### src/rtl/serial_word_receiver_pkg.sv
// Shared definitions for the serial word receiver: FSM state encoding and
// frame bit-order constants.
package serial_word_receiver_pkg;

    typedef enum logic {
        ST_IDLE  = 1'b0,
        ST_SHIFT = 1'b1
    } state_t;

    localparam logic DIR_LSB_FIRST = 1'b0;
    localparam logic DIR_MSB_FIRST = 1'b1;

endpackage

### src/rtl/serial_word_receiver_if.sv
// Valid/ready word port between the receiver's holding buffer and its consumer.
interface serial_word_receiver_if #(
    parameter int n = 64
);

    logic [n-1:0] out;
    logic         out_valid;
    logic         out_ready;

    modport master (
        output out,
        output out_valid,
        input  out_ready
    );

    modport slave (
        input  out,
        input  out_valid,
        output out_ready
    );

endinterface

### src/rtl/serial_word_receiver_rx_shift_core.sv
// Shift register, bit counter and latched bit order for one incoming frame.
// o_nextWord is the value the register takes on a shift, so the parent can
// capture a complete word on the same edge as the final bit.
module rx_shift_core
    import serial_word_receiver_pkg::*;
#(
    parameter int n = 64
) (
    input  logic         clk,
    input  logic         reset,
    input  logic         i_start,
    input  logic         i_direction,
    input  logic         i_shiftEn,
    input  logic         i_bit,
    output logic [n-1:0] o_nextWord,
    output logic         o_done
);

    localparam int CW = $clog2(n) + 1;

    logic [n-1:0]  r_sreg;
    logic [CW-1:0] r_count;
    logic          r_dir;

    always_comb begin
        if (r_dir == DIR_MSB_FIRST) begin
            o_nextWord = {r_sreg[n-2:0], i_bit};
        end else begin
            o_nextWord = {i_bit, r_sreg[n-1:1]};
        end
        o_done = i_shiftEn && (r_count == CW'(n - 1));
    end

    // The counter returns to zero on the final bit, so it never passes n-1.
    always_ff @(posedge clk or negedge reset) begin
        if (!reset) begin
            r_sreg  <= '0;
            r_count <= '0;
            r_dir   <= DIR_LSB_FIRST;
        end else if (i_start) begin
            r_sreg  <= '0;
            r_count <= '0;
            r_dir   <= i_direction;
        end else if (i_shiftEn) begin
            r_sreg  <= o_nextWord;
            r_count <= o_done ? '0 : r_count + CW'(1);
        end
    end

endmodule

### src/rtl/serial_word_receiver.sv
// Serial-to-parallel receiver: frame FSM, one-word holding buffer on a
// valid/ready port, and a sticky overrun flag for dropped words.
module serial_word_receiver
    import serial_word_receiver_pkg::*;
#(
    parameter int n = 64
) (
    input  logic                   clk,
    input  logic                   reset,
    input  logic                   start,
    input  logic                   direction,
    input  logic                   I,
    input  logic                   bit_valid,
    serial_word_receiver_if.master wordPort,
    output logic                   busy,
    output logic                   overrun,
    input  logic                   clear_overrun
);

    state_t       r_state;
    state_t       w_nextState;
    logic         w_shiftEn;
    logic         w_done;
    logic [n-1:0] w_nextWord;
    logic         w_bufFree;
    logic         w_load;
    logic         w_drop;
    logic [n-1:0] r_out;
    logic         r_outValid;
    logic         r_overrun;

    assign w_shiftEn = (r_state == ST_SHIFT) && !start && bit_valid;

    rx_shift_core #(
        .n(n)
    ) u_core (
        .clk        (clk),
        .reset      (reset),
        .i_start    (start),
        .i_direction(direction),
        .i_shiftEn  (w_shiftEn),
        .i_bit      (I),
        .o_nextWord (w_nextWord),
        .o_done     (w_done)
    );

    always_ff @(posedge clk or negedge reset) begin
        if (!reset) begin
            r_state <= ST_IDLE;
        end else begin
            r_state <= w_nextState;
        end
    end

    always_comb begin
        w_nextState = r_state;
        case (r_state)
            ST_IDLE: begin
                if (start) begin
                    w_nextState = ST_SHIFT;
                end
            end
            ST_SHIFT: begin
                if (start) begin
                    w_nextState = ST_SHIFT;
                end else if (w_done) begin
                    w_nextState = ST_IDLE;
                end
            end
            default: w_nextState = ST_IDLE;
        endcase
    end

    always_comb begin
        busy = (r_state == ST_SHIFT);
    end

    // The buffer counts as free if it is empty or being drained on this edge.
    assign w_bufFree = !r_outValid || wordPort.out_ready;
    assign w_load    = w_done && w_bufFree;
    assign w_drop    = w_done && !w_bufFree;

    always_ff @(posedge clk or negedge reset) begin
        if (!reset) begin
            r_out      <= '0;
            r_outValid <= 1'b0;
        end else if (w_load) begin
            r_out      <= w_nextWord;
            r_outValid <= 1'b1;
        end else if (r_outValid && wordPort.out_ready) begin
            r_outValid <= 1'b0;
        end
    end

    always_ff @(posedge clk or negedge reset) begin
        if (!reset) begin
            r_overrun <= 1'b0;
        end else if (w_drop) begin
            r_overrun <= 1'b1;
        end else if (clear_overrun) begin
            r_overrun <= 1'b0;
        end
    end

    assign wordPort.out       = r_out;
    assign wordPort.out_valid = r_outValid;
    assign overrun            = r_overrun;

endmodule

### src/flat_wrapper.sv
// flat-port wrapper written by rule: the top's interface ports become plain ports
module serial_word_receiver_flat import serial_word_receiver_pkg::*;
#(
    parameter int n = 64
)
  (clk, reset, start, direction, I, bit_valid, busy, overrun, clear_overrun, wordPort_out, wordPort_out_valid, wordPort_out_ready);
  serial_word_receiver_if #(.n(n)) wordPort_i ();
  input  logic clk;
  input  logic reset;
  input  logic start;
  input  logic direction;
  input  logic I;
  input  logic bit_valid;
  output logic busy;
  output logic overrun;
  input  logic clear_overrun;
  output wire logic [$bits(wordPort_i.out)-1:0] wordPort_out;
  output wire logic [$bits(wordPort_i.out_valid)-1:0] wordPort_out_valid;
  input wire logic [$bits(wordPort_i.out_ready)-1:0] wordPort_out_ready;
  assign wordPort_out = wordPort_i.out;
  assign wordPort_out_valid = wordPort_i.out_valid;
  assign wordPort_i.out_ready = wordPort_out_ready;
  serial_word_receiver #(.n(n)) u_core (.clk(clk), .reset(reset), .start(start), .direction(direction), .I(I), .bit_valid(bit_valid), .wordPort(wordPort_i), .busy(busy), .overrun(overrun), .clear_overrun(clear_overrun));
endmodule
### config.mk
export PLATFORM = sky130hd
export DESIGN_NAME = serial_word_receiver_flat
export DESIGN_NICKNAME = d
export VERILOG_FILES = /design/src/rtl/serial_word_receiver_pkg.sv /design/src/rtl/serial_word_receiver_if.sv /design/src/rtl/serial_word_receiver_rx_shift_core.sv /design/src/rtl/serial_word_receiver.sv /design/src/flat_wrapper.sv
export SDC_FILE = /design/constraint.sdc
export NUM_CORES = 1
export LEC_CHECK = 0
export CORE_UTILIZATION = 61
export DETAILED_ROUTE_END_ITERATION = 6
export GPL_TIMING_DRIVEN = 1
export PLACE_DENSITY = 0.86
export SKIP_CTS_REPAIR_TIMING = 1
export SYNTH_ARGS = -nofsm -noshare
export SYNTH_HDL_FRONTEND = slang
export SYNTH_HIERARCHICAL = 1
export SYNTH_SLANG_ARGS = --single-unit
### constraint.sdc
create_clock -name clk -period 4.2 [get_ports clk]
set_input_delay 0.84 -clock clk [delete_from_list [all_inputs] [get_ports clk]]
set_output_delay 0.84 -clock clk [all_outputs]
set_load 0.05 [all_outputs]
* After elaboration in Yosys (flattened, before gate mapping)
Index checks and enable logic that the tools add are counted.
** Storage, ports and cells
- Flip-flop bits (word level) :: 139
- Output and inout port bits :: 67
- Logic and storage cells :: 37
** Cells by class
- Add/sub/neg operators :: 1
- Equality and inequality tests :: 1
- Multiplexer cells :: 14
- Bitwise gates (word level) :: 1
- Reductions and logical operators :: 13
** Operator list (number)
- $mux W64 :: 3
- $mux W7 :: 3
- $add A7 B1 Y7 const B :: 1
- $eq A7 B6 Y1 const B :: 1
- $mux W1 :: 7
- $logic_and A1 B1 Y1 :: 6
- $reduce_bool A2 Y1 :: 3
- $logic_not A1 Y1 :: 3
- $pmux W1 S2 :: 1
- $logic_or A1 B1 Y1 :: 1
- $not A1 Y1 :: 1

* Depth between registers and ports, before layout
- Depth after elaboration :: 7
- Depth in mapped cells :: 8
- Depth with buffers taken out :: 6

* Hierarchy
Netlist, hierarchy kept.
** By module, submodules not included
- rx_shift_core :: instances 1, cells an instance 317, area an instance 3922.5 um^2, seq. area each 1801.7 um^2
- serial_word_receiver :: instances 1, cells an instance 146, area an instance 2747.6 um^2, seq. area each 1676.6 um^2

* Least setup slack after synthesis
No wires, ideal clock.
- Path kind :: input -> register
- Start point :: input bit_valid
- End point :: register u_core.r_out[0] (netlist: u_core/wordPort.out[0])
- Data arrival time :: 2136 ps
- Path slack :: 1939 ps
- Stages on the path :: 8
- Path buffers :: 2
- Cell sequence :: nand2_1 nor2_1 buf_2 nand3_1 nor2_1 nand2_4 buf_6 mux2_4
** Between the ends
- Word-level cells in the longest chain between the ends :: 3
** Ends and longest elaborated chain
- start, declared :: RTL line flat_wrapper.sv:13 : input logic bit_valid;
- $logic_and A1 B1 Y1 :: RTL line serial_word_receiver.sv:32 : assign w_shiftEn = (r_state == ST_SHIFT) && !start && bit_valid;
- via u_core.w_shiftEn :: RTL line serial_word_receiver.sv:22 : logic w_shiftEn;
- $logic_and A1 B1 Y1 :: RTL line serial_word_receiver_rx_shift_core.sv:31 : o_done = i_shiftEn && (r_count == CW'(n - 1));
- via u_core.w_done :: RTL line serial_word_receiver.sv:23 : logic w_done;
- $logic_and A1 B1 Y1 :: RTL line serial_word_receiver.sv:80 : assign w_load = w_done && w_bufFree;
- end signal, assigned :: RTL line serial_word_receiver.sv:88 : r_out <= w_nextWord;
- end, declared :: RTL line serial_word_receiver.sv:28 : logic [n-1:0] r_out;
The timed path passes the listed nets, and every way through them passes these cells.
A chain may end at the register's enable or synchronous reset.

* Final worst setup path
- Start point :: input bit_valid
- End point :: register u_core.u_core.r_count[5]
** Between the ends
- Word-level cells in the longest chain between the ends :: 5
** Ends and longest elaborated chain
- $logic_and A1 B1 Y1 * :: RTL line serial_word_receiver.sv:32
- via u_core.w_shiftEn :: RTL line serial_word_receiver.sv:22
- $logic_and A1 B1 Y1 :: RTL line serial_word_receiver_rx_shift_core.sv:31
- $mux W7 :: RTL line serial_word_receiver_rx_shift_core.sv:46 : r_count <= o_done ? '0 : r_count + CW'(1);
- $mux W7 :: RTL line serial_word_receiver_rx_shift_core.sv:44 : end else if (i_shiftEn) begin
- $mux W7 :: RTL line serial_word_receiver_rx_shift_core.sv:40 : end else if (i_start) begin
- end signal, assigned :: RTL line serial_word_receiver_rx_shift_core.sv:46
- end, declared :: RTL line serial_word_receiver_rx_shift_core.sv:22 : logic [CW-1:0] r_count;
Mark *: on every way through the listed nets, which the timed path passes. The rest lies on a longest branch. The select of a mux whose other input is x is not followed.

==> run summary <==
critical path startpoint category: primary input
CP Cell Sequence: clkdlybuf4s50_1 > nand2_1 > nor2_4 > buf_4 > or3b_1 > o32a_1 > o31ai_1
Sinks on Clock Net: 139
DRT antenna net count: 0
Worst-path clk slew: 0.06 ns
Seq/Total Area, Yosys: 52.1%
Initial Utilization: 63.8%
clock root buffer: clkbuf_8
final hold slack: 0.445 ns
first-pass GRT wire length: 21,100 um
Max Clock Freq: 357 MHz
setup TNS: 0 ns
Worst Skew: 0.00762 ns
die area: 11,400 sq um
Arr. time, crit path: 3.21 ns
GP Congestion: 0.703
Initial DRC Count: 175
Yosys warning count: 6
Syn Area/Cell: 14.4 sq um
antenna violations before repair: 0
CP max stage cell: buf_4
IO Count: 75
Synth Instances: 463
WP data required: 4.61 ns
GR Util All Layers: 24.3%
clock tree buffer depth: 2
hold crit path type: in2async
total power: 2.95 mW
Mapped Area: 6670 sq um
CTS tree: built
via count: 3,824
largest net degree at the start of global routing: 120
CP delay by family, top: buffers and inverters
WS Path Type: in2reg
Synth Register Bits: 139
die width: 107 um
unrepaired setup endpoints after global routing: no
DRC violations left: 0
FILL cells: 659
Die H: 107 um
DRT Wirelength: 12,500 um
slowest stage delay, CP: 0.87 ns
Buf/Inv on CP: 2
# setup viols final: 0
H-tree depth: 4
max_slew headroom: 21.6%
power density over cell area: 368 nW/um^2
IO buf count: 74
# Max-Cap Violations: 0
number of global-route vias before repair: 4,100
GRT overflow: 0
Leakage: 3.97 nW
Rows: 37
CTS Buf Count: 17
Tcrit/Tclk final: 66.7%
post-layout min period: 2.80 ns
ANT cells: 0
status: finished, final reports clean
max-slew violations: 0
Crit Path Max Fanout: 72
maximum vdd drop: 0.272 mV
vias per std cell: 5.62
Synthesized Nets: 472
crit end category: register
Area Overhead vs Synth: 20.0%
ratio of cells with drive above 1 in the final layout: 28.5%
endpoints failing hold: 0
worst-margin pin slew: 1.18 ns
nets@finish: 540
HPWL Detailed: 7220 um
Yosys cell types: 32
WL/cell: 18.4 um
DR pass1 iterations: 4
Core ar.: 10,500 sq um
Worst-Skew Late Latency: 0.52 ns
## state kept, by name, summed over array words and instances, names as in the netlist
name and cells:
u_core/u_core/r_sreg 64, u_core/wordPort.out 64, u_core/overrun 1, u_core/u_core/r_count 7, u_core/busy 1, u_core/u_core/r_dir 1
u_core/wordPort.out_valid 1
## per-stage QoR
stage          setup WS (ns)  area [sq um]  util [%]  instances
6_report                1.40          8010      76.5        680
5_1_grt                 1.39          8010      76.5        680
3_5_place_dp           0.960          7420      71.0        648
4_1_cts                 1.47          8010      76.5        680
2_1_floorplan           1.94          6670         -        463
3_3_place_gp            1.02          7420      71.0        648
## layer usage
metal  global-route usage, %  wire, um  up-vias
met5                       0         0        -
met4                    9.59       214        0
met3                    5.65       425       18
met2                    39.0      6350      101
met1                    32.0      5550     1966
li1                        -         -     1739
## synth_stat cells
library cell,instances,area share [%]
a21o_1,1,0.11
a21oi_1,1,0.075
buf_1,1,0.056
buf_2,10,0.75
buf_4,1,0.11
buf_6,11,1.9
clkbuf_1,6,0.34
clkinv_1,1,0.056
dfrtp_1,139,52
ha_1,1,0.19
inv_1,3,0.17
mux2_1,15,2.5
mux2_2,5,0.84
mux2_4,109,25
mux2i_1,65,9.8
nand2_1,4,0.23
nand2_4,1,0.17
nand2b_1,2,0.19
nand2b_4,1,0.21
nand3_1,2,0.15
nand4_1,2,0.19
nand4b_1,1,0.13
nor2_1,70,3.9
nor2b_1,1,0.094
nor3_1,1,0.075
o21ai_1,1,0.075
o22ai_1,1,0.094
o311a_1,1,0.15
o31ai_1,1,0.11
o32a_1,1,0.15
or3b_1,1,0.13
xor2_1,3,0.39
## final timing paths
kind                                                      from                                   end  slack, ns  depth (start not counted)
max                                                  bit_valid  u_core/u_core/r_count[5]$_DFFE_PN0P_       1.40                          7
max reg2reg                              u_core/busy$_DFF_PN0_  u_core/u_core/r_count[5]$_DFFE_PN0P_       1.70                          6
min                                                      reset   u_core/wordPort.out[45]$_DFFE_PN0P_       0.45                          1
min in group clk           u_core/wordPort.out[45]$_DFFE_PN0P_   u_core/wordPort.out[45]$_DFFE_PN0P_       0.51                          1
max in group asynchronous                                reset   u_core/wordPort.out[13]$_DFFE_PN0P_       2.83                          2
min reg2reg                u_core/wordPort.out[45]$_DFFE_PN0P_   u_core/wordPort.out[45]$_DFFE_PN0P_       0.51                          1
## worst reg2reg max path: stages, from the launching register on
cell	delay [ns]
dfrtp_1	0.44
nand2_1	0.12
nor2_4	0.10
buf_4	0.87
or3b_1	0.49
o32a_1	0.29
o31ai_1	0.08
## cells in the final DEF, fill, tap and decap left out, types with 2 or more instances in the layout
| cell | Yosys | routed |
|---|---|---|
| clkbuf_16 | 0 | 16 |
| buf_4 | 1 | 3 |
| clkbuf_8 | 0 | 2 |
| bufinv_16 | 0 | 3 |
| mux2_2 | 5 | 5 |
| nand2b_1 | 2 | 2 |
| dfrtp_1 | 139 | 138 |
| mux2i_1 | 65 | 65 |
| mux2_4 | 109 | 109 |
| nor2_1 | 70 | 69 |
| clkinv_2 | 0 | 6 |
| nand4_1 | 2 | 2 |
| inv_1 | 3 | 3 |
| nand2_1 | 4 | 4 |
| clkinvlp_4 | 0 | 4 |
| clkdlybuf4s50_1 | 0 | 72 |
| nand3_1 | 2 | 2 |
| xor2_1 | 3 | 3 |
| mux2_1 | 15 | 15 |
## final cells by class
type                       instances  area [sq um]  area share, %
clock buffer                      19           432           5.39
timing repair buffer              78           779           9.74
multi-input combinational        291          2980           37.2
clock inverter                    13           150           1.88
tap                              136           170           2.13
inverter                           4          15.0          0.188
sequential                       139          3480           43.5
## logic make-up (layout without fill, tap and decap cells)
logic type	count (synthesis)	in the layout	synth area share (%)
AO/OA/AOI/OAI	7	7	0.769
XOR/XNOR	3	3	0.394
adder cells (fa/ha/maj)	1	1	0.188
buffers and inverters	33	114	3.34
flip-flops	139	139	52.1
multiplexers	194	194	37.7
AND/OR/NAND/NOR	86	86	5.50
## power breakdown
group          internal (mW)  switching, mW  leakage (nW)  total [mW]
Combinational         0.0483         0.0585          1.75       0.107
Sequential              1.34         0.0318          1.93        1.37
Clock                  0.912          0.552         0.279        1.46
Note: power is estimated with default switching activity, not from simulation.
==> edit: new RTL, config.mk and constraints unchanged <==
`n` is set to 64 in 4 places; all go to 128.
--- a/src/rtl/serial_word_receiver_if.sv
+++ b/src/rtl/serial_word_receiver_if.sv
@@ -1,5 +1,5 @@
 // Valid/ready word port between the receiver's holding buffer and its consumer.
 interface serial_word_receiver_if #(
-    parameter int n = 64
+    parameter int n = 128
 );
 
--- a/src/rtl/serial_word_receiver_rx_shift_core.sv
+++ b/src/rtl/serial_word_receiver_rx_shift_core.sv
@@ -5,5 +5,5 @@
     import serial_word_receiver_pkg::*;
 #(
-    parameter int n = 64
+    parameter int n = 128
 ) (
     input  logic         clk,
--- a/src/rtl/serial_word_receiver.sv
+++ b/src/rtl/serial_word_receiver.sv
@@ -4,5 +4,5 @@
     import serial_word_receiver_pkg::*;
 #(
-    parameter int n = 64
+    parameter int n = 128
 ) (
     input  logic                   clk,
--- a/src/flat_wrapper.sv
+++ b/src/flat_wrapper.sv
@@ -2,5 +2,5 @@
 module serial_word_receiver_flat import serial_word_receiver_pkg::*;
 #(
-    parameter int n = 64
+    parameter int n = 128
 )
   (clk, reset, start, direction, I, bit_valid, busy, overrun, clear_overrun, wordPort_out, wordPort_out_valid, wordPort_out_ready);
Ports: changed (resized wordPort_out); port bits go from 75 to 139. The function was not compared with the original's and may differ.
==> edit against the original RTL <==
  * Total power increased by 87%
  * Fmax decreased by 0.52%
  * Die area increased by 85%
  * Register-to-register slack about the same
  * Critical path type unchanged
  * Routed wire length increased by 83%
  * Hold slack got worse by 0.088 ns
  * Design area increased by 86%
  * Clock power increased by 84%
  * Area after synthesis increased by 87%
  * Largest cell class unchanged
  * Setup slack got worse by 0.015 ns
  * Sequential cell count increased by 129
  * Sequential share of layout area increased by 1.5 points
  * Synthesized cell count increased by 90%
==> edit: results (changes against the original RTL) <==
outcome:
  status: "completed"
clock_network:
  clock_path_buffers: 3  # +1
  htree_levels: 1  # -3
  ctsRootBufferMaster: "clkbuf_16"
  clock_latency_ns: 0.54  # +0.02 ns
  numCtsBuffers: 29  # +12
critical_path:
  r2r_start: "u_core/u_core/r_count[0]$_DFFE_PN0P_"
  critPathArrivalTime_ns: 3.24  # +0.03 ns
  path_max_fanout: 101  # +40%
  path_delay_family: "simple AND/OR/NAND/NOR gates"
  slowest_delay_ns: 0.48  # -0.39 ns
  r2r-end: "u_core/wordPort.out[9]$_DFFE_PN0P_"
  cp_slowest_cell: "clkdlybuf4s50_1"
global_routing:
  grt_usage: 0.224  # -0.0186
  grt_pass1_vias: 7189  # +75%
  grt_max_degree: 137  # +14%
  grt_util_met1: 0.322  # +0.00221
  gr-usage-met3: 0.0316  # -0.0249
  grt_use_met2: 0.361  # -0.0288
  grt_first_pass_wirelength_um: 37500  # +78%
finish:
  seq_area_mm2: 0.00671  # +93%
  drive_gt1_frac: 0.317  # +0.0318
  n_fill_cell: 1237  # +88%
  final_nets: 1009  # +87%
logic_synthesis:
  seq_area_frac_synth: 0.538  # +0.0169
  synth_cell_types: 30  # -6.3%
  syn_nets: 890  # +89%
  syn_area_per_cell_um2: 14.1  # -1.9%
  async_flop_share: 1.00  # unchanged
  synth_area_leaders: "dfrtp_1 (54%), mux2_2 (14%), mux2_4 (12%)"
  synth_commonest_cells: "dfrtp_1 (268), mux2_2 (154), nor2_1 (133)"
placed_design:
  hpwl_um: 13700  # +90%
  post-place-ws_ns: 0.828  # -0.132 ns
  portBuffers: 138  # +86%
  place_area_mm2: 0.0139  # +87%
  gp_congestion: 0.800  # +14%
  placed_cells: 1234  # +90%
route:
  firstDrtPassIters: 4  # unchanged
  via_per_inst: 5.50  # -2.1%
  m1WireLength_um: 10900  # +96%
  postRouteWirelength_um: 23000  # +83%
  wl_per_cell_um: 17.8  # -3.2%
  met2WireLength_um: 11000  # +74%
  dr_wl_met3_um: 676  # +59%
pwr:
  p_leak_nw: 7.35  # +85%
timing:
  post-route-period-util: 0.671  # +0.00349
  clock_skew_ns: 0.0163  # +0.00870 ns
  holdWs_ns: 0.357  # -0.0878 ns
  worst_pin_slew_ns: 1.08  # -0.0987 ns
==> edit: cell count changes in the layout (fill, tap and decap cells not counted), sizes merged, moves of 2 or more <==
cell,delta
a21oi,+2
buf,+4
clkbuf,+24
clkdlybuf4s50,+64
clkinv,-2
clkinvlp,-3
dfrtp,+129
mux2,+128
mux2i,+64
nor2,+63
o21ai,+2
or3,+2
==> edit: area by class of cell <==
class	instances	area share
clock buffer	43	0.0603
clock inverter	11	0.00965
inverter	2	0.000504
multi-input combinational	553	0.357
sequential	268	0.450
tap	265	0.0222
timing repair buffer	146	0.100
==> edit: kinds of logic after synthesis <==
family                     Yosys count  synth area share
buffers and inverters               60            0.0364
AOI/OAI and AO/OA                   10           0.00472
and+or+nand+nor                    153            0.0503
DFF                                268             0.538
adders and majority gates            1           0.00100
muxes                              386             0.367
xor gates and xnor gates             3           0.00211
==> edit: where the power goes <==
group	leakage, nW	internal, W	switching [W]
clock network	0.517	0.00166	0.00101
logic	3.10	0.0000820	0.000125
registers	3.74	0.00259	0.0000313
